File: src/rtl/load_store_unit.sv
// Load/store initiator for a single-port word-wide data memory: word access, plus
// byte/half loads (lane extract) and stores (read-modify-write) when LSU_SUBWORD_EN is defined.
module load_store_unit #(
    parameter int unsigned MEM = 64
) (
    input  logic        clk,
    input  logic        reset,
    input  logic        req_valid,
    output logic        req_ready,
    input  logic        req_write,
    input  logic [1:0]  req_size,
    input  logic        req_signed,
    input  logic [31:0] req_addr,
    input  logic [31:0] req_wdata,
    output logic        resp_valid,
    output logic [31:0] resp_rdata,
    output logic        resp_fault,
    output logic [31:0] mem_address,
    output logic [31:0] mem_writeData,
    output logic        mem_writeEn,
    input  logic [31:0] mem_RD
);
    localparam int unsigned IDX_W = 30;
    localparam logic [1:0] SZ_WORD = 2'b10;
`ifdef LSU_SUBWORD_EN
    localparam logic [1:0] SZ_BYTE = 2'b00;
    localparam logic [1:0] SZ_HALF = 2'b01;
`endif

    typedef enum logic [1:0] {IDLE, RD, WR, RESP} state_t;

    state_t             state, state_nxt;
    logic [IDX_W-1:0]   lat_idx;
    logic               accept, fault_c;
    logic [31:0]        addr_nxt, wdata_nxt, rdata_nxt, loaded_c;

`ifdef LSU_SUBWORD_EN
    logic               lat_write, lat_signed;
    logic [1:0]         lat_size, lat_lane;
    logic [15:0]        lat_wdata;
    logic [31:0]        merged_c;
    logic [7:0]         byte_c;
    logic [15:0]        half_c;

    // Lane extraction for loads and lane insertion into the old word for RMW stores
    always_comb begin
        byte_c   = mem_RD[{lat_lane, 3'b000} +: 8];
        half_c   = mem_RD[{lat_lane[1], 4'b0000} +: 16];
        merged_c = mem_RD;
        if (lat_size == SZ_BYTE) merged_c[{lat_lane, 3'b000} +: 8] = lat_wdata[7:0];
        else                     merged_c[{lat_lane[1], 4'b0000} +: 16] = lat_wdata;
        case (lat_size)
            SZ_BYTE: loaded_c = {{24{lat_signed & byte_c[7]}}, byte_c};
            SZ_HALF: loaded_c = {{16{lat_signed & half_c[15]}}, half_c};
            default: loaded_c = mem_RD;
        endcase
    end
`else
    logic unused_ok;
    assign unused_ok = req_signed;
    assign loaded_c  = mem_RD;
`endif

    assign accept = (state == IDLE) && req_valid && req_ready;

    // Reject misaligned, reserved-size and out-of-range requests at accept
    always_comb begin
        fault_c = (req_addr[31:2] >= IDX_W'(MEM));
`ifdef LSU_SUBWORD_EN
        case (req_size)
            SZ_BYTE: ;
            SZ_HALF: if (req_addr[0]) fault_c = 1'b1;
            SZ_WORD: if (req_addr[1:0] != 2'b00) fault_c = 1'b1;
            default: fault_c = 1'b1;
        endcase
`else
        if ((req_size != SZ_WORD) || (req_addr[1:0] != 2'b00)) fault_c = 1'b1;
`endif
    end

    always_comb begin
        state_nxt = state;
        addr_nxt  = '0;
        wdata_nxt = '0;
        rdata_nxt = '0;
        case (state)
            IDLE: begin
                if (accept) begin
                    if (fault_c) begin
                        state_nxt = RESP;
                    end else if (!req_write) begin
                        state_nxt = RD;
                        addr_nxt  = {2'b00, req_addr[31:2]};
`ifdef LSU_SUBWORD_EN
                    end else if (req_size != SZ_WORD) begin
                        state_nxt = RD;
                        addr_nxt  = {2'b00, req_addr[31:2]};
`endif
                    end else begin
                        state_nxt = WR;
                        addr_nxt  = {2'b00, req_addr[31:2]};
                        wdata_nxt = req_wdata;
                    end
                end
            end
            RD: begin
`ifdef LSU_SUBWORD_EN
                if (lat_write) begin
                    state_nxt = WR;
                    addr_nxt  = {2'b00, lat_idx};
                    wdata_nxt = merged_c;
                end else
`endif
                begin
                    state_nxt = RESP;
                    rdata_nxt = loaded_c;
                end
            end
            WR:      state_nxt = RESP;
            RESP:    state_nxt = IDLE;
            default: state_nxt = IDLE;
        endcase
    end

    // State, request latches and registered outputs
    always_ff @(posedge clk or negedge reset) begin
        if (!reset) begin
            state         <= IDLE;
            lat_idx       <= '0;
            req_ready     <= 1'b0;
            resp_valid    <= 1'b0;
            resp_fault    <= 1'b0;
            resp_rdata    <= '0;
            mem_address   <= '0;
            mem_writeData <= '0;
            mem_writeEn   <= 1'b0;
`ifdef LSU_SUBWORD_EN
            lat_write     <= 1'b0;
            lat_signed    <= 1'b0;
            lat_size      <= '0;
            lat_lane      <= '0;
            lat_wdata     <= '0;
`endif
        end else begin
            state         <= state_nxt;
            req_ready     <= (state_nxt == IDLE);
            resp_valid    <= (state_nxt == RESP);
            resp_fault    <= accept && fault_c;
            resp_rdata    <= rdata_nxt;
            mem_address   <= addr_nxt;
            mem_writeData <= wdata_nxt;
            mem_writeEn   <= (state_nxt == WR);
            if (accept) begin
                lat_idx    <= req_addr[31:2];
`ifdef LSU_SUBWORD_EN
                lat_write  <= req_write;
                lat_signed <= req_signed;
                lat_size   <= req_size;
                lat_lane   <= req_addr[1:0];
                lat_wdata  <= req_wdata[15:0];
`endif
            end
        end
    end
endmodule

File: config.mk
export PLATFORM = sky130hd
export DESIGN_NAME = load_store_unit
export DESIGN_NICKNAME = d
export VERILOG_FILES = /design/src/rtl/load_store_unit.sv
export SDC_FILE = /design/constraint.sdc
export NUM_CORES = 1
export LEC_CHECK = 0
export ABC_CLOCK_PERIOD_IN_PS = 1600
export CAP_MARGIN = 20
export CORE_ASPECT_RATIO = 1.25
export CORE_MARGIN = 5
export CORE_UTILIZATION = 33
export DETAILED_ROUTE_END_ITERATION = 8
export HOLD_SLACK_MARGIN = 0.12
export PLACE_DENSITY = 0.76
export SLEW_MARGIN = 20
export SYNTH_ARGS = -nofsm -noshare
export SYNTH_HDL_FRONTEND = slang
export SYNTH_SLANG_ARGS = --single-unit
File: constraint.sdc
create_clock -name clk -period 1.6 [get_ports clk]
set_clock_uncertainty 0.15 [all_clocks]
set_input_delay 0.24 -clock clk [delete_from_list [all_inputs] [get_ports clk]]
set_output_delay 0.24 -clock clk [all_outputs]
set_load 0.02 [all_outputs]
==> metrics, run 1 <==
post-synth top area cell dfrtp_1; RSZ-0062 raised after global routing true; Setup crit end kind register; pre-CTS worst setup slack -0.611 ns; post-DR vias/cell approximately 4.2; sinks on the clock net 100; R2R cell count 8; Clk Latency, worst-skew pair 0.33 ns; H-tree Lvls 3; core area around 9700 sq um; CTS root buffer clkbuf_16; failing checks setup timing; synth top area cells dfrtp_1 77%, and2_1 13%, nor4_2 1.9%; Power, Total 0.00694 W; Final Routed Wirelength 9070 um; Unique masters post-synth 25; Die ar. ~12000 sq um; drt wl/cell approximately 15 um; Worst Tran Pin Value roughly 0.52 ns; Util after Layout 62.8%; TritonCTS clock tree done; Ant. Diodes 0; setup TNS -2.28 ns; max-cap viol count 0; largest net degree at the start of global routing between 100 and 150; top cell type's share of synthesized area ~77%; Psw slightly below 0.002 W; Placer Congestion between 0.7 and 0.8; Syn Inst Count 212; arrival time at the worst endpoint 1.80 ns; Post-Syn Area roughly 3300 sq um; post-route minimum period approximately 1.7 ns; final setup margin -0.0836 ns; CP Launch Type input port; share of layout cells above drive strength 1 16.9%; max-slew violations 0; Initial DRC Count 45; die width about 99 um; nets@finish roughly 570; Initial Utilization between 30% and 40%; global-route wire length before repair approximately 14000 um; clock network fraction of total power between 20% and 30%; status complete, but fails checks; Min Hold Slack about 0.21 ns; CP max stage cell clkdlybuf4s50_1; fmax about 600 MHz; Hold Path Depth 5; sw frac 28.4%; total track usage 15.2%; Crit path largest cell delay approximately 0.40 ns; Clock transition at path regs 0.06 ns; die height 121 um; top-level port count approximately 200; sequential share of power a little over two fifths; vias in the first global route 2672; crit-path cells clkdlybuf4s50_1 > nor4_1 > nand2_1 > nor4_4 > buf_6 > clkbuf_16 > and2_4; post-DP HPWL 6820 um; required time of the critical path 1.72 ns; Antenna Violating Nets Remaining 0; Residual DRC 0; final setup vio count 40; Fill cells a little under 800; most frequent cells in the layout 100 x dlygate4sd2_1, 100 x dfrtp_1, 74 x clkdlybuf4s50_1; via count around 2500; fin crit share 105%; internal power 0.00497 W; GRT overflow 0; buffers added on ports about 200; cell area power density about 1100 nW/um^2; Avg Synthesized Cell Area around 15 sq um; logic gate share of total power 28.0%; Setup CP Type input port to register; HP Class input port to register; 1st-pass router iterations 4; R2R Setup Slk -0.08 ns; Seq/Total Area, Yosys between 70% and 80%; synth warn 0; row count 40; Synth-to-Final Area Change 85.8%; initial antenna violation count 0; Final Hold Vio Count 0; Crit Path Max Fanout 6; TritonCTS Buffers 9; Max VDD drop 520 uV; Yosys reg bits 100; clock tree buffer depth 2; P_leak 3.32 nW; Slew headroom between 60% and 70%
==> metal layers <==
layer,track usage [%],routed length [um],vias up,share of wire (%)
li1,-,-,1162,-
met1,15.0,2890,1200,32
met2,28.3,5230,118,58
met3,5.58,802,11,8.8
met4,5.81,148,0,1.6
met5,0,0,-,0
==> final cells by class <==
class	instances	area, sq um	area share (%)
tap	126	158	2.60
clock inverter	4	51.3	0.846
inverter	2	7.51	0.124
timing repair buffer	228	2190	36.0
clock buffer	11	233	3.84
multi-input combinational	127	928	15.3
sequential	100	2500	41.3
==> stage by stage <==
stage,area (sq um),cells
after floorplan,3370,237
after global placement,5590,569
after detailed placement,5590,569
after CTS,5900,593
after global routing,6070,598
final,6070,598
==> sequential cells by signal (all words and copies together), names as in the netlist <==
name / flops
mem_address: 30
mem_writeData: 32
mem_writeEn: 1
req_ready: 1
resp_fault: 1
resp_rdata: 32
resp_valid: 1
state: 2
==> synth_stat cells, drive strengths merged <==
master / n
or4: 1
nor4: 9
dfrtp: 100
ha: 2
nand4: 2
inv: 2
o21ai: 3
conb: 1
nand4b: 1
a21oi: 2
nand2b: 1
buf: 5
nand3: 1
and3: 2
nor3: 1
nand2: 3
and2: 70
nor2: 1
or4b: 1
o211ai: 1
clkbuf: 3
==> worst max-delay path: cells and delay by family <==
kind	cells	cell delay (ns)
buffers and inverters	3	0.72
AND/OR/NAND/NOR	4	0.83
==> power groups by stage <==
stage / registers [W] / clock network [W] / logic [W]
6_report: 0.00294 / 0.00205 / 0.00194
5_1_grt: 0.00297 / 0.00223 / 0.00210
4_1_cts: 0.00294 / 0.00212 / 0.00182
3_5_place_dp: 0.00300 / 0 / 0.00192
3_3_place_gp: 0.00298 / 0 / 0.00188
2_1_floorplan: 0.00337 / 0 / 0.000436
==> worst paths after layout <==
path | from | to
worst max-delay path | req_addr[1] | mem_writeData[21]
worst min-delay path | req_addr[15] | mem_writeEn
worst max register to register | state[1] | mem_writeData[21]
worst min register to register | state[0] | resp_valid
max in group asynchronous | reset | mem_address[1]
min in group asynchronous | reset | mem_address[26]
==> logic make-up after synthesis <==
group / after synthesis / share of synthesized area (%)
fa+ha+maj: 2 / 0.766
other cells: 1 / 0.115
buf+inv: 10 / 2.07
flops: 100 / 76.7
compound gates: 6 / 0.997
simple gates: 93 / 19.4
==> timing repair <==
action,in CTS,in global routing
resized for setup,128,54
pin swaps,13,24
buffers inserted,6,5
hold buffers,1,0
endpoints found under the hold margin,100,0
endpoints found under the setup margin,140,44
gates cloned,2,1
Note: power is estimated with default switching activity, not from simulation.
==> inputs of run 2 (changes only) <==
- SETUP_SLACK_MARGIN: default -> 0.4
==> run 2 against run 1 <==
  * The flow still finishes with violations (setup timing)
  * Final cell count increased by 0.84%
  * Global-route usage increased by 0.21 points
  * Register-to-register slack got worse by 0.06 ns
  * Sequential cell count unchanged
  * Fmax decreased by 3.3%
  * Largest power group unchanged
==> metrics, run 2 (synthesized netlist as in run 1, its figures left out) <==
Crit Path Max Fanout 8 (was 6); Critical path origin state[1] (was req_addr[1]); CP max stage cell dfrtp_1 (was clkdlybuf4s50_1); nets@finish 577 (was 573); Fill cells 723 (was 788); via count 2536 (was 2491); largest net degree at the start of global routing 47 (was 101); cell area after placement 5650 sq um (was 5590 sq um); Worst Setup EP mem_writeData[3] (was mem_writeData[21]); post-DR vias/cell 4.21 (was 4.17); Residual DRC 0 (unchanged); Final Routed Wirelength 9960 um (was 9070 um); TritonCTS Buffers 9 (unchanged); worst path bufs/invs 3 (unchanged); drt wl/cell 16.5 um (was 15.2 um); Critical Path Stages 8 (was 7); cell area power density 1220 nW/um^2 (was 1140 nW/um^2); status complete, but fails checks (unchanged); max-cap viol count 0 (unchanged); sinks on the clock net 100 (unchanged); fmax 574 MHz (was 594 MHz); Antenna Violating Nets Remaining 0 (unchanged); commonest non-fill, non-tap cell in the layout buf_6; Clk Latency, worst-skew pair 0.33 ns (about the same); Synth-to-Final Area Change 96.9% (was 85.8%); post-DP HPWL 7010 um (was 6820 um); RSZ-0062 raised after global routing true (unchanged); top-level port count 203 (unchanged); total track usage 15.4% (was 15.2%); setup TNS -4.11 ns (was -2.28 ns); Initial Utilization 33.8% (unchanged); Final Hold Vio Count 0 (unchanged); Die ar. 12000 sq um (unchanged); Setup CP Type register to register (was input port to register); Placer Congestion 0.777 (was 0.771); vias in the first global route 2660 (was 2672); initial antenna violation count 0 (unchanged); TritonCTS clock tree done (unchanged); GRT overflow 0 (unchanged); post-route cell area 6430 sq um (was 6070 sq um); row count 40 (unchanged); failing checks setup timing (unchanged); buffers added on ports 199 (unchanged); global-route wire length before repair 13900 um (was 13700 um); Max VDD drop 823 uV (was 520 uV); max-slew violations 0 (unchanged); P_leak 3.16 nW (was 3.32 nW); H-tree Lvls 3 (unchanged); share of layout cells above drive strength 1 44.4% (was 16.9%); core area 9660 sq um (unchanged); Clock transition at path regs 0.06 ns (about the same); post-route minimum period 1.74 ns (was 1.68 ns); R2R cell count 8 (unchanged); pre-CTS worst setup slack -0.553 ns (was -0.611 ns); Ant. Diodes 0 (unchanged); HP Class input port to async pin (was input port to register); required time of the critical path 1.72 ns (about the same); CP Launch Type register (was input port); crit-path cells inv_2 > ha_4 > and3_4 > nand2_4 > nor4_4 > buf_6 > clkbuf_16 > and2_1 (was clkdlybuf4s50_1 > nor4_1 > nand2_1 > nor4_4 > buf_6 > clkbuf_16 > and2_4); final setup vio count 35 (was 40); reg-to-reg endpoint mem_writeData[3] (was mem_writeData[21]); die width 99.0 um (unchanged); R2R Setup Slk -0.14 ns (was -0.08 ns); 1st-pass router iterations 4 (unchanged); delay-heaviest family, CP simple AND/OR/NAND/NOR gates (unchanged); Min Hold Slack 0.200 ns (was 0.210 ns); arrival time at the worst endpoint 1.86 ns (was 1.80 ns); Setup crit end kind register (unchanged); beginning of the worst register-to-register path state[1] (unchanged); clock tree buffer depth 2 (unchanged); most frequent cells in the layout 112 x buf_6, 100 x dfrtp_1, 72 x clkdlybuf4s50_1 (was 100 x dlygate4sd2_1, 100 x dfrtp_1, 74 x clkdlybuf4s50_1); Crit path largest cell delay 0.39 ns (was 0.40 ns); top flop regs mem_writeData: 32 flops, resp_rdata: 32 flops, mem_address: 30 flops (unchanged); final setup margin -0.141 ns (was -0.0836 ns); Initial DRC Count 60 (was 45); CTS root buffer clkbuf_16 (unchanged); die height 121 um (unchanged); fin crit share 109% (was 105%)
## run 2: cell types whose count changed in the layout (fill, tap and decap cells not counted), sizes merged
cell and change:
buf +112, dlygate4sd2 -96, dlymetal6s2s -15, clkdlybuf4s15 +4, clkbuf +3, clkdlybuf4s50 -2
bufinv -1
## run 2: worst min path at each step
| stage | from | endpoint | slack (ns) |
|---|---|---|---|
| 2_1_floorplan | reset | mem_address[0] | -0.21 |
| 3_3_place_gp | reset | mem_address[26] | 0.04 |
| 3_5_place_dp | reset | mem_address[25] | 0.04 |
| 4_1_cts | reset | mem_address[25] | 0.24 |
| 5_1_grt | reset | mem_address[25] | 0.22 |
| 6_report | reset | mem_address[25] | 0.20 |
## run 2: metrics by stage
| stage | cells | power, W | util [%] |
|---|---|---|---|
| after floorplan | 237 | 0.00386 | - |
| after global placement | 570 | 0.00498 | 58.5 |
| after detailed placement | 570 | 0.00503 | 58.5 |
| after CTS | 594 | 0.00766 | 64.5 |
| after global routing | 603 | 0.00817 | 66.6 |
| final | 603 | 0.00782 | 66.6 |
## run 2: worst reg2reg max path, delay by kind of cell (launching register included)
kind / cells / cell delay (ns)
fa+ha+maj: 1 / 0.13
buf+inv: 3 / 0.43
simple gates: 4 / 0.59
flops: 1 / 0.39
## run 2: cell type report
| type | instances | area, sq um | area share (%) |
|---|---|---|---|
| tap | 126 | 158 | 2.45 |
| clock buffer | 13 | 260 | 4.05 |
| multi-input combinational | 127 | 1010 | 15.7 |
| timing repair buffer | 232 | 2470 | 38.5 |
| sequential | 100 | 2500 | 38.9 |
| clock inverter | 3 | 21.3 | 0.331 |
| inverter | 2 | 7.51 | 0.117 |
## run 2: repair_timing
item                       4_1_cts  5_1_grt
gates resized for setup        697       34
hold buffers                     1        0
gates cloned                     2        4
pin swaps                       13       21
buffers inserted                 5        5
hold endpoints to repair       100        0
setup endpoints to repair      174      220
## run 2: report_power, final
part           switching, W  internal (W)
Sequential         0.000158       0.00285
Clock              0.000863       0.00114
Combinational       0.00121       0.00160
## run 2: metal layers
| metal | vias to the layer above | track usage (%) | share of wire, % |
|---|---|---|---|
| met5 | - | 0 | 0 |
| met4 | 0 | 6.23 | 2.5 |
| met3 | 19 | 4.26 | 7.4 |
| met2 | 128 | 29.2 | 57 |
| met1 | 1216 | 15.5 | 33 |
| li1 | 1173 | - | - |
==> inputs of run 3 (changes only) <==
- ABC_CLOCK_PERIOD_IN_PS: 1600 -> 2000
- CORE_UTILIZATION: 33 -> 36
- GPL_TIMING_DRIVEN: default -> 0
- PLACE_DENSITY: 0.76 -> 0.79
- clock period: 1.6 -> 2 ns (I/O delays scaled with it)
==> run 3 against run 2 <==
  * The flow now finishes without violations
  * Sequential share of layout area grew 3.9 points
  * Largest power group unchanged
  * Routed wire length decreased by 11%
  * Non-clock buffer count fell by 8
  * Critical path type unchanged
  * Die area is 7.6% lower
  * Combinational power is 48% lower
  * Fmax down 1.8%
  * Highest routed layer unchanged
  * Count of clock-buffer cells in the layout shrank 4
==> metrics, run 3 (synthesized netlist as in run 1, its figures left out) <==
H-tree Lvls 3 (unchanged); Power, Total 0.00524 W (was 0.00782 W); max-cap viol count 0 (unchanged); Clock transition at path regs 0.10 ns (was 0.06 ns); met2 wire length 4960 um (was 5680 um); Synth-to-Final Area Change 78.8% (was 96.9%); setup TNS 0 ns (was -4.11 ns); TritonCTS Buffers 9 (unchanged); Crit Path Max Fanout 5 (was 8); Top Layer Used met4 (unchanged); drt wl/cell 15.0 um (was 16.5 um); Critical path origin state[1] (unchanged); CTS root buffer clkbuf_8 (was clkbuf_16); Die ar. 11100 sq um (was 12000 sq um); Ant. Diodes 0 (unchanged); cell area power density 898 nW/um^2 (was 1220 nW/um^2); global-route wire length before repair 13100 um (was 13900 um); Max VDD drop 385 uV (was 823 uV); post-DR vias/cell 4.18 (was 4.21); crit-path cells inv_2 > ha_4 > and3_4 > nand2_4 > nor4_4 > buf_6 > buf_6 > and2_4 (was inv_2 > ha_4 > and3_4 > nand2_4 > nor4_4 > buf_6 > clkbuf_16 > and2_1); total track usage 15.9% (was 15.4%); fin crit share 88.7% (was 109%); Residual DRC 0 (unchanged); row count 38 (was 40); GRT overflow 0 (unchanged); Final Routed Wirelength 8850 um (was 9960 um); HP Class input port to async pin (unchanged); die width 95.2 um (was 99.0 um); via count 2461 (was 2536); CP max stage cell dfrtp_1 (unchanged); Initial Utilization 37.1% (was 33.8%); R2R Setup Slk 0.23 ns (was -0.14 ns); Antenna Violating Nets Remaining 0 (unchanged); arrival time at the worst endpoint 1.92 ns (was 1.86 ns); largest net degree at the start of global routing 61 (was 47); max-slew violations 0 (unchanged); cell area after placement 5540 sq um (was 5650 sq um); Post-Place Cells 557 (was 570); fmax 564 MHz (was 574 MHz); most frequent cells in the layout 108 x dlygate4sd2_1, 100 x dfrtp_1, 73 x clkdlybuf4s50_1 (was 112 x buf_6, 100 x dfrtp_1, 72 x clkdlybuf4s50_1); Fill cells 682 (was 723); post-route minimum period 1.77 ns (was 1.74 ns); sinks on the clock net 100 (unchanged); commonest non-fill, non-tap cell in the layout dlygate4sd2_1 (was buf_6); buffers added on ports 199 (unchanged); Clk Latency, worst-skew pair 0.35 ns (was 0.33 ns); beginning of the worst register-to-register path state[1] (unchanged); share of layout cells above drive strength 1 19.6% (was 44.4%); status finished clean (was complete, but fails checks); die height 116 um (was 121 um); Worst Setup EP mem_writeData[22] (was mem_writeData[3]); Crit path largest cell delay 0.40 ns (was 0.39 ns); Final Hold Vio Count 0 (unchanged); Min Hold Slack 0.258 ns (was 0.200 ns); required time of the critical path 2.15 ns (was 1.72 ns); TritonCTS clock tree done (unchanged); Setup CP Type register to register (unchanged); final setup vio count 0 (was 35); P_leak 3.14 nW (was 3.16 nW); post-DP HPWL 6820 um (was 7010 um); Placer Congestion 0.737 (was 0.777); nets@finish 569 (was 577); initial antenna violation count 0 (unchanged); top flop regs mem_writeData: 32 flops, resp_rdata: 32 flops, mem_address: 30 flops (unchanged); core area 8800 sq um (was 9660 sq um); Setup crit end kind register (unchanged); met3 wire len 731 um (was 733 um); vias in the first global route 2653 (was 2660); reg-to-reg endpoint mem_writeData[22] (was mem_writeData[3]); 1st-pass router iterations 4 (unchanged); most used cell, CP buf_6; top-level port count 203 (unchanged); CP Launch Type register (unchanged); Non-Filler Instances 589 (was 603); post-route cell area 5840 sq um (was 6430 sq um); RSZ-0062 raised after global routing true (unchanged); M1 wire length 2980 um (was 3300 um); Initial DRC Count 43 (was 60); clock tree buffer depth 2 (unchanged); R2R cell count 8 (unchanged)
run 3: cell count changes in the layout (fill, tap and decap cells not counted), sizes merged:
cell,change
clkinv,-1
dlygate4sd2,+104
clkbuf,+3
bufinv,+2
dlymetal6s2s,+2
buf,-118
inv,+3
clkdlybuf4s50,+1
clkdlybuf4s15,-4
run 3: worst min-delay path by stage:
stage	start	end	cells after the start
global route	reset	mem_address[13]	2
finish	reset	mem_address[13]	2
detailed placement	reset	mem_address[26]	1
floorplan	reset	mem_address[0]	0
CTS	reset	mem_address[26]	2
global placement	state[1]	resp_valid	2
run 3: per-layer routing:
metal	vias to the layer above	global-route usage, %
li1	1154	-
met1	1165	16.0
met2	131	29.5
met3	11	4.64
met4	0	7.99
met5	-	0
run 3: worst max-delay path: cells and delay by family (launching register included):
kind / cells / cell delay (ns)
fa+ha+maj: 1 / 0.13
simple gates: 4 / 0.64
flops: 1 / 0.40
buf+inv: 3 / 0.38
run 3: cell type report:
class | count | area, sq um | share of cell area, %
Sequential cell | 100 | 2500 | 42.9
Timing Repair Buffer | 216 | 1980 | 33.9
Multi-Input combinational cell | 127 | 903 | 15.5
Tap cell | 120 | 150 | 2.57
Clock buffer | 9 | 124 | 2.12
Clock inverter | 7 | 105 | 1.80
Buffer | 8 | 63.8 | 1.09
Inverter | 2 | 7.51 | 0.129
run 3: timing repair:
action                     in CTS  in global routing
buffers inserted               11                  0
hold endpoints to repair      100                  0
resized for setup             140                 61
hold buffers                    1                  0
cloned                          3                  1
setup endpoints to repair     140                 73
pin swaps                      20                 25
run 3: where the power goes:
group          total (W)  switching (W)  internal [W]
sequential       0.00234      0.0000735       0.00227
clock            0.00143       0.000703      0.000724
combinational    0.00147       0.000791      0.000677
total            0.00524        0.00157       0.00367
run 3: stage by stage:
stage	worst slack [ns]	util, %
floorplan	0.288	-
global placement	-2.93	62.6
detailed placement	-0.400	63.0
CTS	0.190	65.7
global route	0.153	66.4
finish	0.227	66.4
